## src/rtl/iq_interp_out_buffer.sv

```systemverilog
// Output buffer for the interpolated I/Q stream: FIFO of I/Q pairs with almost-full
// back-pressure, presented as sign-extended 32-bit words on a valid/ready port.
module iq_interp_out_buffer #(
    parameter int unsigned DATAPATH_WIDTH = 12,
    parameter int unsigned ADDR_WIDTH     = 3,
    parameter int unsigned AF_DIFF        = 2
) (
    input  logic                      clk,
    input  logic                      rst_a,
    input  logic                      write_enable_i,
    input  logic [DATAPATH_WIDTH-1:0] I_interp_i,
    input  logic [DATAPATH_WIDTH-1:0] Q_interp_i,
    input  logic                      clear_i,
    input  logic                      m_ready_i,
    output logic                      m_valid_o,
    output logic [31:0]               m_data_o,
    output logic                      afull_o,
    output logic                      full_o,
    output logic                      empty_o,
    output logic                      ovf_o,
    output logic [ADDR_WIDTH:0]       level_o
);

    localparam int unsigned Depth    = 1 << ADDR_WIDTH;
    localparam int unsigned AfullThr = Depth - AF_DIFF;
    localparam int unsigned MemW     = 2 * DATAPATH_WIDTH;

    localparam logic [ADDR_WIDTH:0] LvlFull  = Depth[ADDR_WIDTH:0];
    localparam logic [ADDR_WIDTH:0] LvlAfull = AfullThr[ADDR_WIDTH:0];

    logic [MemW-1:0]       mem_q [Depth];
    logic [ADDR_WIDTH-1:0] wr_ptr_q, wr_ptr_d;
    logic [ADDR_WIDTH-1:0] rd_ptr_q, rd_ptr_d;
    logic [ADDR_WIDTH:0]   level_q, level_d;
    logic                  valid_q, valid_d;
    logic                  ovf_q, ovf_d;
    logic [31:0]           data_q, data_d;

    logic            push;
    logic            load;
    logic            mem_we;
    logic [MemW-1:0] head;

    function automatic logic [15:0] sext16(input logic [DATAPATH_WIDTH-1:0] x);
        logic [15:0] r;
        r = {16{x[DATAPATH_WIDTH-1]}};
        r[DATAPATH_WIDTH-1:0] = x;
        return r;
    endfunction

    assign head = mem_q[rd_ptr_q];

    always_comb begin
        // Room is judged on the pre-edge level; a same-cycle load never frees a slot.
        push     = write_enable_i && (level_q != LvlFull);
        load     = (level_q != '0) && (!valid_q || m_ready_i);
        mem_we   = push && !clear_i;

        wr_ptr_d = wr_ptr_q;
        rd_ptr_d = rd_ptr_q;
        level_d  = level_q;
        valid_d  = valid_q;
        ovf_d    = ovf_q;
        data_d   = data_q;

        if (clear_i) begin
            wr_ptr_d = '0;
            rd_ptr_d = '0;
            level_d  = '0;
            valid_d  = 1'b0;
            ovf_d    = 1'b0;
        end else begin
            if (push) begin
                wr_ptr_d = wr_ptr_q + ADDR_WIDTH'(1);
            end else if (write_enable_i) begin
                ovf_d = 1'b1;
            end

            if (load) begin
                rd_ptr_d = rd_ptr_q + ADDR_WIDTH'(1);
                valid_d  = 1'b1;
                data_d   = {sext16(head[MemW-1:DATAPATH_WIDTH]),
                            sext16(head[DATAPATH_WIDTH-1:0])};
            end else if (valid_q && m_ready_i) begin
                valid_d = 1'b0;
            end

            case ({push, load})
                2'b10:   level_d = level_q + (ADDR_WIDTH + 1)'(1);
                2'b01:   level_d = level_q - (ADDR_WIDTH + 1)'(1);
                default: level_d = level_q;
            endcase
        end
    end

    always_ff @(posedge clk or negedge rst_a) begin
        if (!rst_a) begin
            wr_ptr_q <= '0;
            rd_ptr_q <= '0;
            level_q  <= '0;
            valid_q  <= 1'b0;
            ovf_q    <= 1'b0;
            data_q   <= '0;
        end else begin
            wr_ptr_q <= wr_ptr_d;
            rd_ptr_q <= rd_ptr_d;
            level_q  <= level_d;
            valid_q  <= valid_d;
            ovf_q    <= ovf_d;
            data_q   <= data_d;
        end
    end

    // Memory contents need no reset; the pointers and level define what is valid.
    always_ff @(posedge clk) begin
        if (mem_we) begin
            mem_q[wr_ptr_q] <= {Q_interp_i, I_interp_i};
        end
    end

    assign m_valid_o = valid_q;
    assign m_data_o  = data_q;
    assign ovf_o     = ovf_q;
    assign level_o   = level_q;
    assign full_o    = (level_q == LvlFull);
    assign empty_o   = (level_q == '0);
    assign afull_o   = (level_q >= LvlAfull);

endmodule

```

## config.mk

```make
export PLATFORM = sky130hd
export DESIGN_NAME = iq_interp_out_buffer
export DESIGN_NICKNAME = d
export VERILOG_FILES = /design/src/rtl/iq_interp_out_buffer.sv
export SDC_FILE = /design/constraint.sdc
export NUM_CORES = 1
export LEC_CHECK = 0
export CAP_MARGIN = 20
export CORE_UTILIZATION = 58
export DETAILED_ROUTE_END_ITERATION = 6
export PLACE_DENSITY = 0.88
export RECOVER_POWER = 25
export SLEW_MARGIN = 10
export SYNTH_ARGS = -nofsm -noshare
export SYNTH_HDL_FRONTEND = slang
export SYNTH_SLANG_ARGS = --single-unit
```

## constraint.sdc

```tcl
create_clock -name clk -period 4 [get_ports clk]
set_input_delay 0.8 -clock clk [delete_from_list [all_inputs] [get_ports clk]]
set_output_delay 0.8 -clock clk [all_outputs]
set_load 0.02 [all_outputs]
```

==> reports/metrics.cfg <==
[status]
status=complete, but fails checks
violations=design-rule violations, max-capacitance violations, max-slew violations

[placed_design]
dp.cells=679
place_hpwl_um=10100
gp_congestion=0.756
port_buffers=69

[logic_synthesis]
yosys-top-cells-count=edfxtp_1 (192), mux4_2 (48), nor2_1 (42)
synth_nets=474
ys_seq_elements=228
syn_area_mm2=0.00881
synth_top_area_share_pct=65.4
ys_types=33
syn_inst=441
yosysMostFrequentCell=edfxtp_1
synthTopCellsByArea=edfxtp_1 (65%), mux4_2 (12%), dfrtp_1 (10%)
synth_edf_count=192
avgSynthCellArea_um2=20.0
ys_warn_count=0
synth_top_area_cell=edfxtp_1
synthArstFlopShare_pct=15.8
synthFlopType=edfxtp_1
yosysSeqAreaShare_pct=75.6

[drt]
first_pass_iters=7
wire_per_inst_um=25.3
dr.first_iter.drc_count=392
ant_nets=0
drc_errors=4
avgViaCountPerCell=6.17
routed_wl_um=18200
vias=4436

[final_layout]
multi_input_area_mm2=0.00200
nets=552
post-route-util_pct=71.2
num-fill-cells=831
layoutNonFillerInstCount=719
syn_to_final_growth_pct=18.8
diodes=0
register_area_mm2=0.00667
final_layout_size_suffix_gt1_share_pct=21.7

[flow_run]
drv_cap=1

[sta]
max_freq_mhz=314
finalSetupViolCount=0
finalClockSkew_ns=0.00814
final_hold_viol_count=0
worstMarginPinSlew_ns=2.20
fin_crit_ns=3.18
slew_violations=37
fin_crit_sh_pct=79.5
setup_tns_ns=0
rsz0062_at_grt=false
slew_headroom_pct=-47.0

[power_and_ir_drop]
p_per_area_mw_per_mm2=666
finalPower_mw=6.97
leakage_nw=3.46
irDropWorstVdd_mv=0.324

[critical_path]
cp.required_ns=3.20
r2r-start=level_o[1]$_DFFE_PN0P_
crit_type=flip-flop to primary output
worst_setup_path_end_kind=primary output
cp_max_fo=9
cp_data_arrival_time_ns=2.38
rrSetupSlack_ns=1.30
worstSetupStartpointType=flip-flop
regToRegEndpoint=level_o[3]$_DFFE_PN0P_
reg2reg_depth=8

[floorplanning]
initial_core_util_pct=60.0
rows=44
die_w_um=125
coreArea_mm2=0.0147
dieHeight_um=125
dieArea_mm2=0.0157
io_pins=70

[global_route]
gr-total-overflow=0
antenna_found_initial=1
grt_usage_pct=24.4
grt_max_degree=51
grt_pass1_wl_um=28000
grt_pass1_vias=4721

[min_path]
hp-class=flip-flop to flip-flop
holdPathEnd=ovf_o$_DFFE_PN0P_
whs_path_depth=2
hp-start=ovf_o$_DFFE_PN0P_

[clock_tree]
cts.path.max_buffers=3
cts_sinks=228
post_cts_buffers=0
clk_pin_slew_ns=0.06
cts-htree-levels=1
insertion_delay_ns=0.50
cts_made_buffers=22
hold_buffers=0
cts_root_buf=clkbuf_16
cts_repair_resize_count=0
cts_tree=done

cell type report:
class,instances,area share [%]
Sequential cell,228,63.7
Multi-Input combinational cell,181,19.1
Timing Repair Buffer,84,7.85
Clock buffer,32,6.20
Tap cell,184,2.20
Clock inverter,8,0.848
Inverter,2,0.0717
routing by layer:
| layer | global-route usage [%] | up-vias | wire [um] |
|---|---|---|---|
| met4 | 8.39 | 2 | 537 |
| met2 | 43.0 | 198 | 9650 |
| met5 | 0 | - | 13 |
| li1 | - | 1899 | - |
| met1 | 31.0 | 2290 | 6880 |
| met3 | 4.07 | 47 | 1110 |
worst max path at each step:
stage | slack, ns | cells after the start | startpoint | endpoint
floorplan | 0.41 | 5 | level_o[0]$_DFFE_PN0P_ | mem_q[0][0]$_DFFE_PP_
global placement | 0.81 | 5 | write_enable_i | mem_q[0][8]$_DFFE_PP_
detailed placement | 0.72 | 5 | write_enable_i | mem_q[0][16]$_DFFE_PP_
CTS | 0.81 | 3 | level_o[1]$_DFFE_PN0P_ | full_o
global route | 0.75 | 3 | level_o[1]$_DFFE_PN0P_ | full_o
finish | 0.82 | 3 | level_o[1]$_DFFE_PN0P_ | full_o
kinds of logic after synthesis:
logic type / synth area share (%)
simple gates: 3.22
buf+inv: 1.99
compound gates: 2.26
xor+xnor: 0.980
fa+ha+maj: 0.568
mux: 15.3
flops: 75.6
where the power goes:
| part | internal (mW) | switching, mW | leakage (nW) |
|---|---|---|---|
| Sequential | 2.80 | 0.286 | 2.15 |
| Clock | 1.25 | 0.831 | 0.367 |
| Combinational | 0.935 | 0.870 | 0.938 |
flip-flops by register name, summed over array words and instances (netlist names):
signal,flops
mem_q,192
wr_ptr_q,3
rd_ptr_q,3
level_o,4
m_data_o,24
ovf_o,1
m_valid_o,1
through the flow:
step / setup slack [ns] / hold slack (ns) / cell area, um2
3_5_place_dp: 0.721 / 0.503 / 9730
3_3_place_gp: 0.813 / 0.488 / 9710
4_1_cts: 0.811 / 0.472 / 10500
6_report: 0.819 / 0.519 / 10500
5_1_grt: 0.747 / 0.550 / 10500
2_1_floorplan: 0.411 / 0.504 / 8810
worst max-delay path: stages (launching register included):
cell	delay (ns)
dfrtp_1	0.51
or4b_4	0.66
inv_1	0.12
clkdlybuf4s50_1	0.60
placed cells by master, fill, tap and decap left out, types with 2 or more instances in the layout:
cell	Yosys	final
edfxtp_1	192	192
nor3_2	0	3
dlygate4sd3_1	0	17
buf_12	0	2
nand2b_1	3	3
inv_1	2	2
clkbuf_8	0	4
clkbuf_1	12	6
nand2_1	3	3
clkdlybuf4s50_1	0	51
mux2i_1	27	27
clkbuf_16	0	23
nor2_2	0	6
nor2_1	42	36
nand3_1	2	2
xor2_1	5	5
mux4_2	48	48
bufinv_16	0	2
dfrtp_1	36	34
buf_4	9	13
clkinv_2	0	5
a21oi_1	27	27
xnor2_1	3	3
ha_1	4	4
Power figures use the tool's default switching activity.
